**config.mk**
```make
export PLATFORM = sky130hd
export DESIGN_NAME = ctr_digits
export DESIGN_NICKNAME = d
export VERILOG_FILES = /design/src/rtl/ctr_digits_pkg.sv /design/src/rtl/ctr_digit_cell.sv /design/src/rtl/ctr_digits.sv
export SDC_FILE = /design/constraint.sdc
export NUM_CORES = 1
export LEC_CHECK = 0
export CORE_AREA = 10 10 77 72
export DETAILED_ROUTE_END_ITERATION = 7
export DIE_AREA = 0 0 87 82
export HOLD_SLACK_MARGIN = 0.02
export PLACE_DENSITY = 0.69
export SETUP_SLACK_MARGIN = 0.3
export SLEW_MARGIN = 20
export SYNTH_ARGS = -nofsm -noshare
export SYNTH_HDL_FRONTEND = slang
export SYNTH_HIERARCHICAL = 1
export SYNTH_SLANG_ARGS = --single-unit
```
**constraint.sdc**
```tcl
create_clock -name clk -period 2.2 [get_ports clk]
set_clock_uncertainty 0.1 [all_clocks]
set_input_delay 0.44 -clock clk [delete_from_list [all_inputs] [get_ports clk]]
set_output_delay 0.44 -clock clk [all_outputs]
set_load 0.01 [all_outputs]
```
**src/rtl/ctr_digits_pkg.sv**
```systemverilog
// ctr_digits_pkg: shared digit width, per-mode digit maxima and direction encodings
// for the cascaded digit counter.
package ctr_digits_pkg;

    localparam int DIGIT_W = 4;
    localparam logic [DIGIT_W-1:0] BCD_MAX = 4'd9;
    localparam logic [DIGIT_W-1:0] BIN_MAX = 4'd15;

    typedef enum logic {
        DIR_DOWN = 1'b0,
        DIR_UP   = 1'b1
    } dir_e;

    function automatic logic [DIGIT_W-1:0] digit_max(input bit bcd);
        return bcd ? BCD_MAX : BIN_MAX;
    endfunction

endpackage

```
**src/rtl/ctr_digit_cell.sv**
```systemverilog
// ctr_digit_cell: one 4-bit counter digit with a combinational carry/borrow output
// and a load path that clamps out-of-range BCD digits to the digit maximum.
module ctr_digit_cell
    import ctr_digits_pkg::*;
#(
    parameter int MODE_BCD = 1
) (
    input  logic               clk,
    input  logic               reset,
    input  logic               cin,
    input  logic               up,
    input  logic               load,
    input  logic [DIGIT_W-1:0] d,
    output logic [DIGIT_W-1:0] q,
    output logic               cout
);

    localparam logic [DIGIT_W-1:0] MAX = digit_max(MODE_BCD != 0);

    logic               at_end;
    logic [DIGIT_W-1:0] d_clamp;
    logic [DIGIT_W-1:0] nxt;

    always_comb begin
        at_end  = (up == DIR_UP) ? (q == MAX) : (q == '0);
        d_clamp = (d > MAX) ? MAX : d;
        nxt     = at_end ? ((up == DIR_UP) ? '0 : MAX)
                         : ((up == DIR_UP) ? q + 4'd1 : q - 4'd1);
    end

    assign cout = cin & at_end;

    always_ff @(posedge clk or negedge reset) begin
        if (!reset)
            q <= '0;
        else if (load)
            q <= d_clamp;
        else if (cin)
            q <= nxt;
    end

endmodule

```
**src/rtl/ctr_digits.sv**
```systemverilog
// ctr_digits: DIGITS cascaded BCD/binary digits, up/down with load, terminal count and
// sticky overflow. Define CTR_DIGITS_SAT_EN to saturate at the ends instead of wrapping.
module ctr_digits
    import ctr_digits_pkg::*;
#(
    parameter int DIGITS   = 4,
    parameter int MODE_BCD = 1
) (
    input  logic                     clk,
    input  logic                     reset,
    input  logic                     en,
    input  logic                     up,
    input  logic                     load,
    input  logic [DIGIT_W*DIGITS-1:0] din,
    output logic [DIGIT_W*DIGITS-1:0] q,
    output logic                     tc,
    output logic                     ovf
);

    localparam logic [DIGIT_W-1:0] MAX = digit_max(MODE_BCD != 0);

    logic [DIGITS:0] carry;
    logic            all_end;
    logic            unused_carry;

    assign all_end = (up == DIR_UP) ? (q == {DIGITS{MAX}}) : (q == '0);
    assign tc      = en & all_end;

`ifdef CTR_DIGITS_SAT_EN
    // Starving the chain at the end points freezes every digit in place.
    assign carry[0] = en & ~all_end;
`else
    assign carry[0] = en;
`endif

    // The wrap event is taken from tc, so the final carry is not needed.
    assign unused_carry = carry[DIGITS];

    for (genvar i = 0; i < DIGITS; i++) begin : g_digit
        ctr_digit_cell #(
            .MODE_BCD(MODE_BCD)
        ) u_cell (
            .clk  (clk),
            .reset(reset),
            .cin  (carry[i]),
            .up   (up),
            .load (load),
            .d    (din[i*DIGIT_W +: DIGIT_W]),
            .q    (q[i*DIGIT_W +: DIGIT_W]),
            .cout (carry[i+1])
        );
    end

    always_ff @(posedge clk or negedge reset) begin
        if (!reset)
            ovf <= 1'b0;
        else if (load)
            ovf <= 1'b0;
        else if (tc)
            ovf <= 1'b1;
    end

endmodule

```
After elaboration in Yosys (flattened, before gate mapping) --
Index checks and enable logic that the tools add are counted.
Cells by class: $add $sub $neg 8, magnitude comparators 4, eq/ne operators 5, muxes and demuxes 28, bitwise logic cells 4, reductions and logical operators 10
Operators with widths (count):
- 4-bit 2-to-1 mux | 21
- 4-bit by 1-bit adder with 4-bit output (second input constant) | 4
- 16-bit equality test (second input constant) | 1
- 4-bit equality test (second input constant) | 4
- 4-bit > comparator (second input constant) | 4
- 16-bit zero test | 1
- 4-bit zero test | 4
- 4-bit by 1-bit subtractor with 4-bit output (second input constant) | 4
- 2-bit nonzero test | 5
- 1-bit 2-to-1 mux | 7
- 1-bit AND | 4
Word-level totals: bits in registers 17, input bits 21, output and inout port bits 18, logic and storage cells 64

Depth between registers and ports, before layout --
depth in word-level cells 7, gate-level depth with buffers 12, gate-level depth less buffers 10

By module --
Netlist, hierarchy kept.
Modules (own cells, without submodules):
- ctr_digit_cell at g_digit[0].u_cell ... | instances 2, cells each 39, area an instance 360.3 um^2, seq. area each 100.1 um^2
- ctr_digit_cell at g_digit[1].u_cell ... | instances 2, cells each 41, area an instance 350.3 um^2, seq. area each 100.1 um^2
- ctr_digits | instances 1, cells each 16, area an instance 121.4 um^2, seq. area each 25.0 um^2

Worst setup path after synthesis --
OpenSTA, ideal clock, no wires.
path type reg-to-reg, start point register g_digit[0].u_cell.q[0], end point register g_digit[3].u_cell.q[3], setup time 0.076 ns, arrival 2.141 ns, data required time 2.024 ns, slack -0.118 ns, cell stages (with the launch flop) 13, path buffers 2, clock period less this slack 2.318 ns, cells stage by stage dfrtp_1 nor3_2 o21ai_2 nor2_1 clkbuf_2 inv_1 nor2_1 inv_1 nor2_1 clkbuf_2 mux2i_1 a21o_1 o21ai_1
Between the ends: word-level cells in the longest chain between the ends 6, elaborated cells between the ends (all ways) 7, classes of those cells eq/ne (1); mux (1); bitwise (3); reduce/logical (2)
RTL lines:
- start: declaration | RTL line ctr_digit_cell.sv:14 | output logic [DIGIT_W-1:0] q,
- start signal: assignment | RTL line ctr_digit_cell.sv:37 | q <= d_clamp;
- start signal: assignment | RTL line ctr_digit_cell.sv:39 | q <= nxt;
- 4-bit equality test or 4-bit zero test (tied branches) | RTL line ctr_digit_cell.sv:25 | at_end = (up == DIR_UP) ? (q == MAX) : (q == '0);
- 1-bit 2-to-1 mux * | RTL line ctr_digit_cell.sv:25
- 1-bit AND * | RTL line ctr_digit_cell.sv:31 | assign cout = cin & at_end;
- net carry[1] | RTL line ctr_digits.sv:22 | logic [DIGITS:0] carry;
- 1-bit AND * | RTL line ctr_digit_cell.sv:31
- net carry[2] | RTL line ctr_digits.sv:22
- 1-bit AND * | RTL line ctr_digit_cell.sv:31
- net carry[3] | RTL line ctr_digits.sv:22
- 2-bit nonzero test (no source line) *
- end signal: assignment | RTL line ctr_digit_cell.sv:37
- end signal: assignment | RTL line ctr_digit_cell.sv:39
- end: declaration | RTL line ctr_digit_cell.sv:14
The timed path passes the listed nets; every way through them passes the cells marked *. A chain may end at the register's enable or synchronous reset.

Worst setup path after layout --
start point register g_digit[0].u_cell.q[3], end point register g_digit[3].u_cell.q[3]
The elaborated chain is that of the path after synthesis.

==> results.sh <==
export IMPL_critical_path_top_delay_family="simple AND/OR/NAND/NOR gates"
export IMPL_grt_busiest_layer="met2"
export IMPL_syn2layout_area_growth_pct=62.51
export IMPL_clockBufferDepth=2
export IMPL_min_period_ps=1959
export IMPL_fin_nets=286
export IMPL_routed_wirelength_mm=4.636
export IMPL_setup_viol=0
export IMPL_period_share_pct=89.04
export IMPL_powerDensity_mw_per_mm2=566.7
export IMPL_postCtsHoldBufs=0
export IMPL_grt_remaining_overflow=0
export IMPL_num_vias=1603
export IMPL_post_place_ws_ps=-460.7
export IMPL_start_util_pct=38.46
export IMPL_relSlewSlack_pct=63.29
export IMPL_first_global_vias=1559
export IMPL_critPathLaunchType="flip-flop"
export IMPL_max_slew_worst_pin_slew_ps=549.7
export IMPL_post_dp_hpwl_mm=3.479
export IMPL_rows=22
export IMPL_yosysWarnings=6
export IMPL_fin_area_mm2=0.002495
export IMPL_crit_slowest_cell="dfrtp_2"
export IMPL_io_buffer_count=38
export IMPL_grtUsageMet1_pct=15.78
export IMPL_drc_errors=0
export IMPL_syn_instance_count=174
export IMPL_syn_cell_area_mm2=0.001535
export IMPL_crit_required_ps=2280
export IMPL_cts_tree="yes"
export IMPL_crit_top_cell="nor2_4"
export IMPL_min_path_type="primary input to async pin"
export IMPL_ir_drop_mv=0.2074
export IMPL_num_fill_cells=347
export IMPL_root_buffer="clkbuf_8"
export IMPL_cts_sinks=17
export IMPL_dr_pass1_iters=4
export IMPL_drive_gt1_share_pct=37.30
export IMPL_multiInputGateArea_mm2=0.001210
export IMPL_n_antenna_cell=0
export IMPL_synth_nets=207
export IMPL_cp_end_kind="flip-flop"
export IMPL_clkLatencyLatePin_ps=260
export IMPL_hold_viol=0
export IMPL_dieHeight_um=82
export IMPL_wire_per_inst_um=15.45
export IMPL_fp_coreArea_mm2=0.003991
export IMPL_p_leak_nw=1.079
export IMPL_place_area_mm2=0.002227
export IMPL_grt_max_degree=19
export IMPL_maxSlewViolCount=0
export IMPL_cp_max_fo=5
export IMPL_path_buf_inv=3
export IMPL_cp_cell_sequence="buf_6 -> nor3_4 -> o21ai_4 -> nor2_4 -> inv_2 -> nor2_4 -> inv_2 -> nor2_4 -> mux2i_4 -> a21o_1 -> o21ai_1"
export IMPL_fin_tns_setup_ps=0
export IMPL_finalPower_mw=1.414
export IMPL_drv_cap=0
export IMPL_setup_ws_ps=241.2
export IMPL_fmax_mhz=510.5
export IMPL_ios=39
export IMPL_chipWidth_um=87
export IMPL_place_congestion=0.8020
export IMPL_grt_pass1_wl_mm=7.334
export IMPL_clk_pin_slew_ps=70
export IMPL_seq_area_um2=434.2
export IMPL_path_class="flip-flop to flip-flop"
export IMPL_route_antenna_remaining_nets=0
export IMPL_cts_buffers=3
export IMPL_status="finished, final reports clean"
export IMPL_dieArea_mm2=0.007134
export IMPL_htree_levels=1
export IMPL_met2_usage_pct=20.35
export IMPL_arrival_ps=2040
export IMPL_syn_avg_cell_area_um2=8.823
export IMPL_use_met3_pct=4.748
export IMPL_grt_setup_unrepaired="true"
export IMPL_grt_total_usage_pct=12.57
export IMPL_antenna_found_initial=0
export IMPL_drtIter0Drc=62
export IMPL_critPathMaxStageDelay_ps=440
export IMPL_avgViaCountPerCell=5.343
export IMPL_final_util_pct=62.51
path summary, 6_finish.rpt:
check                                                    from                                  to  slack [ps]  cells past startpoint
max in group asynchronous                               reset  g_digit[0].u_cell/q[0]$_DFFE_PN0P_        1380                      2
setup / recovery           g_digit[0].u_cell/q[3]$_DFFE_PN0P_  g_digit[3].u_cell/q[3]$_DFFE_PN0P_         240                     11
hold / removal                                          reset  g_digit[1].u_cell/q[0]$_DFFE_PN0P_         400                      2
hold reg to reg                               ovf$_DFFE_PN0P_                     ovf$_DFFE_PN0P_         440                      2
min in group clk                              ovf$_DFFE_PN0P_                     ovf$_DFFE_PN0P_         440                      2
setup reg to reg           g_digit[0].u_cell/q[3]$_DFFE_PN0P_  g_digit[3].u_cell/q[3]$_DFFE_PN0P_         240                     11
cell type report:
cell class | instances | share of cell area [%]
Sequential cell | 17 | 17.40
Inverter | 7 | 1.053
Tap cell | 48 | 2.407
Timing Repair Buffer | 80 | 28.84
Clock buffer | 4 | 1.805
Multi-Input combinational cell | 144 | 48.50
registers in the layout, indices dropped and copies added (netlist names):
name              cells
g_digit.u_cell/q     16
ovf                   1
report_power, final:
part           internal, mW  switching (mW)
clock network         0.129           0.113
registers             0.367          0.0704
logic                 0.392           0.343
per-layer routing:
layer  up-vias  part of all wire, %
li1        785                    -
met1       778                   45
met2        38                   48
met3         2                  6.4
met4         0                 0.32
met5         -                    0
timing repair:
| item | 4_1_cts | 5_1_grt |
|---|---|---|
| gates resized for setup | 20 | 38 |
| endpoints found under the setup margin | 20 | 18 |
| setup buffers | 4 | 4 |
| pin swaps | 6 | 14 |
cell usage in the layout, fill, tap and decap left out, drive strengths merged, types with 2 or more instances in the layout:
cell / n
fa: 4
a2bb2oi: 2
nand3: 7
o21ai: 18
dlygate4sd2: 5
clkbuf: 5
a221oi: 2
xnor2: 10
mux2i: 4
nor2: 18
nand2: 6
nand3b: 2
clkdlybuf4s50: 25
o22ai: 2
o21a: 4
a21oi: 14
buf: 43
a31oi: 3
nor3: 11
inv: 7
dlymetal6s2s: 6
nor4: 2
ha: 8
xor2: 4
dfrtp: 17
and3: 4
a21o: 8
a22oi: 2
nand2b: 5
per-stage QoR:
step | hold slack, ps | cells
after floorplan | 44.41 | 174
after global placement | 412.7 | 288
after detailed placement | 414.6 | 288
after CTS | 409.0 | 296
after global routing | 431.6 | 300
final | 403.4 | 300
No activity file was read; power rests on OpenSTA's default activity.
==> variant 1, RTL diff (same settings) <==
Reset style: synchronous (`reset`), changed in 2 clocked blocks.
--- a/src/rtl/ctr_digit_cell.sv
+++ b/src/rtl/ctr_digit_cell.sv
@@ -30,7 +30,7 @@
 
     assign cout = cin & at_end;
 
-    always_ff @(posedge clk or negedge reset) begin
+    always_ff @(posedge clk) begin
         if (!reset)
             q <= '0;
         else if (load)
--- a/src/rtl/ctr_digits.sv
+++ b/src/rtl/ctr_digits.sv
@@ -51,7 +51,7 @@
         );
     end
 
-    always_ff @(posedge clk or negedge reset) begin
+    always_ff @(posedge clk) begin
         if (!reset)
             ovf <= 1'b0;
         else if (load)
Function: differs if reset is asserted again (counterexample within 4 cycles, from zero or initial values and one cycle with reset low); with reset held inactive, the same outputs for 10 cycles.
==> variant 1 against the unedited design <==
  * Design area is 6.6% lower
  * Worst hold slack worse by 0.0047 ns
  * Area after synthesis is 5.5% lower
  * Sequential cell count stayed put
  * Total power is 27% lower
  * First-iteration DRC count is 11% higher
  * Routed wire length is 9.3% lower
  * Die area stayed put
  * Setup slack better by 0.086 ns
  * Critical endpoint is now q[2]
  * Largest power group unchanged
==> variant 1: results (changes against the unedited design) <==
Outcome
  – Run status: finished clean (unchanged)

Power
  – Internal: 0.697 mW (was 0.888 mW)
  – Worst vdd ir: 0.310 mV (was 0.207 mV)
  – Pleak: 1.09 nW (was 1.08 nW)

Clock tree
  – Clk Latency, worst-skew pair: 0.26 ns (about the same)
  – Clk slew on worst S/H paths: 0.07 ns (about the same)
  – Htree depth: 1 (unchanged)
  – Root Buffer: clkbuf_8 (unchanged)
  – Num CTS Buffers: 3 (unchanged)
  – Clk buf depth: 2 (unchanged)

Global route
  – Largest net degree at the start of global routing: 42 (was 19)
  – GRT Max-Usage Layer: met2 (unchanged)
  – Met2 Use GR: 0.191 (was 0.204)
  – Antenna violations before repair: 0 (unchanged)
  – Met1 Use GR: 0.130 (was 0.158)
  – First-pass GRT wire length: 6580 µm (was 7330 µm)
  – Vias in the first global route: 1521 (was 1559)
  – GRT Total Usage: 0.112 (was 0.126)
  – GR Util met3: 0.0425 (was 0.0475)

STA
  – Worst-margin pin slew: 0.277 ns (was 0.550 ns)
  – Setup-failing EPs final: 0 (unchanged)

Route
  – Via count: 1657 (was 1603)
  – DR pass1 iterations: 4 (unchanged)
  – Total Wirelength: 4210 µm (was 4640 µm)
  – Detailed Route Iter0 Violations: 69 (was 62)

Layout
  – Final Net Count: 307 (was 286)
  – Filler cells: 370 (was 347)
  – Share of cells above drive strength 1: 0.271 (was 0.373)
  – Largest regs: g_digit.u_cell/q: 16 flops, ovf: 1 flops (unchanged)
  – N_diodes: 0 (unchanged)

Worst setup path
  – CP top delay family: buffers and inverters (was simple AND/OR/NAND/NOR gates)
  – Worst r2r path cells: 11 (unchanged)
  – CP peak stage delay: 0.60 ns (was 0.44 ns)
  – Slowest cell on crit path: clkdlybuf4s50_1 (was dfrtp_2)
  – CP max FO: 5 (unchanged)

Synth
  – Mapped Nets: 225 (was 207)
  – Synth Warn #: 6 (unchanged)

Worst hold path
  – Hold Path Depth: 1
  – HP Class: reg -> reg (was in -> async)

Placed design
  – GPL Wtd Cong: 0.787 (was 0.802)
  – Final HPWL DP: 3300 µm (was 3480 µm)
  – Port Buffers: 38 (unchanged)
[variant 1: final cells by class]
cell class / instances / area share
clock buffer: 3 / 0.0177
sequential: 17 / 0.152
multi-input combinational: 155 / 0.467
tap: 48 / 0.0258
inverter: 16 / 0.0258
clock inverter: 1 / 0.00215
timing repair buffer: 81 / 0.309
[variant 1: power groups by stage]
stage | logic, mW | registers [mW] | clock network, mW
2_1_floorplan | 0.179 | 0.386 | 0
3_3_place_gp | 0.416 | 0.357 | 0
3_5_place_dp | 0.421 | 0.358 | 0
4_1_cts | 0.426 | 0.353 | 0.251
5_1_grt | 0.487 | 0.359 | 0.263
6_report | 0.441 | 0.356 | 0.241
[variant 1: timing repair]
action                                  in CTS  in global routing
pin swaps                                    3                  7
endpoints found under the setup margin      17                 13
setup buffers                                1                  5
resized for setup                           12                 20
[variant 1: routing by layer]
layer / part of all wire / up-vias / wire, µm
met1: 0.45 / 763 / 1900
met3: 0.054 / 2 / 226
met4: 0.0033 / 0 / 14
li1: - / 862 / -
met2: 0.49 / 30 / 2060
met5: 0 / - / 0
[variant 1: worst paths after layout]
| path | startpoint | endpoint | slack, ns |
|---|---|---|---|
| max reg2reg | g_digit[0].u_cell/q[0] | g_digit[3].u_cell/q[0] | 0.39 |
| min reg2reg | ovf | ovf | 0.40 |
| max | g_digit[0].u_cell/q[2] | q[2] | 0.33 |
| min | ovf | ovf | 0.40 |
[variant 1: through the flow]
stage | total power [mW] | instance area [µm²] | std cells | setup TNS, ns | setup slack (ns)
3_3_place_gp | 0.773 | 2190 | 311 | -2.90 | -0.368
4_1_cts | 1.03 | 2250 | 316 | 0 | 0.293
5_1_grt | 1.11 | 2330 | 321 | 0 | 0.235
6_report | 1.04 | 2330 | 321 | 0 | 0.328
3_5_place_dp | 0.779 | 2190 | 311 | -3.01 | -0.385
2_1_floorplan | 0.565 | 1470 | 192 | 0 | 0.305
==> variant 2, RTL diff (config.mk and constraints unchanged) <==
Without the edit above. Set the parameter `DIGITS` to 3 (it was 4).
--- a/src/rtl/ctr_digits.sv
+++ b/src/rtl/ctr_digits.sv
@@ -3,7 +3,7 @@
 module ctr_digits
     import ctr_digits_pkg::*;
 #(
-    parameter int DIGITS   = 4,
+    parameter int DIGITS   = 3,
     parameter int MODE_BCD = 1
 ) (
     input  logic                     clk,
Interface: changed (resized din and q); port bits go from 39 to 31. No check against the original RTL was run, so the function may have changed too.
==> variant 2 against the unedited design <==
  * Sequential cell count down 4
  * Routed wire length shrank 27%
  * Clock power fell by 9.9%
  * Via count fell by 27%
  * Total power down 6.5%
  * Register-to-register slack improved by 0.15 ns
  * Setup slack better by 0.098 ns
  * Die area unchanged
  * Count of clock-buffer cells in the layout shrank 1
  * Combinational power is 0.8% higher
  * Area after synthesis fell by 25%
  * Design area is 27% lower
  * Highest routed layer unchanged
==> variant 2: results (changes against the unedited design) <==
Outcome
  – Run status: finished clean (unchanged)

Power
  – Reg power frac: 0.274 (was 0.309)
  – Clock net power: 0.218 mW (was 0.242 mW)
  – Internal: 0.818 mW (was 0.888 mW)
  – Final Power: 1.32 mW (was 1.41 mW)
  – Worst vdd ir: 0.391 mV (was 0.207 mV)

Worst setup path
  – Worst r2r path cells: 10 (was 11)
  – R2R Path End: g_digit[2].u_cell/q[3] (was g_digit[3].u_cell/q[3])
  – R2r setup slk: 0.39 ns (was 0.24 ns)
  – CP endpoint: tc (was g_digit[3].u_cell/q[3])
  – Setup crit start: g_digit[2].u_cell/q[3] (was g_digit[0].u_cell/q[3])
  – Worst EP arrival: 1.32 ns (was 2.04 ns)
  – Reg2reg start: g_digit[0].u_cell/q[0] (was g_digit[0].u_cell/q[3])

Global route
  – First-pass GRT wire length: 5550 µm (was 7330 µm)
  – Largest net degree at the start of global routing: 36 (was 19)
  – Met1 Use GR: 0.112 (was 0.158)
  – Met2 Use GR: 0.163 (was 0.204)
  – GR Util met3: 0.0297 (was 0.0475)
  – GRT Total Usage: 0.0956 (was 0.126)

Route
  – Via count: 1164 (was 1603)
  – Met2 Routed Length: 1690 µm (was 2240 µm)
  – Detailed Route Iter0 Violations: 73 (was 62)
  – Total Wirelength: 3360 µm (was 4640 µm)

Placed design
  – Dpl cell area: 1650 µm² (was 2230 µm²)
  – Final HPWL DP: 2500 µm (was 3480 µm)
  – Placed cell count: 227 (was 288)
  – Post-place setup slack: -0.349 ns (was -0.461 ns)

Layout
  – Final core utilization: 0.457 (was 0.625)

Synth
  – Synthesized area per cell: 8.55 µm² (was 8.82 µm²)
  – Mapped Nets: 160 (was 207)

STA
  – Post-route clock period utilization: 0.846 (was 0.890)
  – Max_slew headroom: 0.581 (was 0.633)

Clock tree
  – Clk Latency, worst-skew pair: 0.24 ns (was 0.26 ns)
-- variant 2: cell types whose count changed in the layout (fill, tap and decap cells not counted), sizes merged, moves of 3 or more --
cell	unedited run	this run
buf	43	27
nand3	7	1
dlymetal6s2s	6	1
dfrtp	17	13
dlygate4sd2	5	1
nand2b	5	1
a31oi	3	0
o21ai	18	15
-- variant 2: final cells by class --
cell class | instances | share of cell area
flip-flops and latches | 13 | 0.180
well taps | 48 | 0.0329
multi-input cells | 110 | 0.476
clock inverters | 1 | 0.00274
clock buffers | 3 | 0.0226
repair buffers | 55 | 0.276
inverters | 5 | 0.0103
-- variant 2: critical path, delay by kind of cell, from the launching register on --
| kind | cells | cell delay [ns] |
|---|---|---|
| flops | 1 | 0.44 |
| simple gates | 2 | 0.39 |
| buf+inv | 1 | 0.14 |
| compound gates | 1 | 0.10 |
-- variant 2: timing repair --
action	in CTS	in global routing
pin swaps	5	4
endpoints found under the setup margin	12	8
setup buffers	0	4
gates resized for setup	19	13
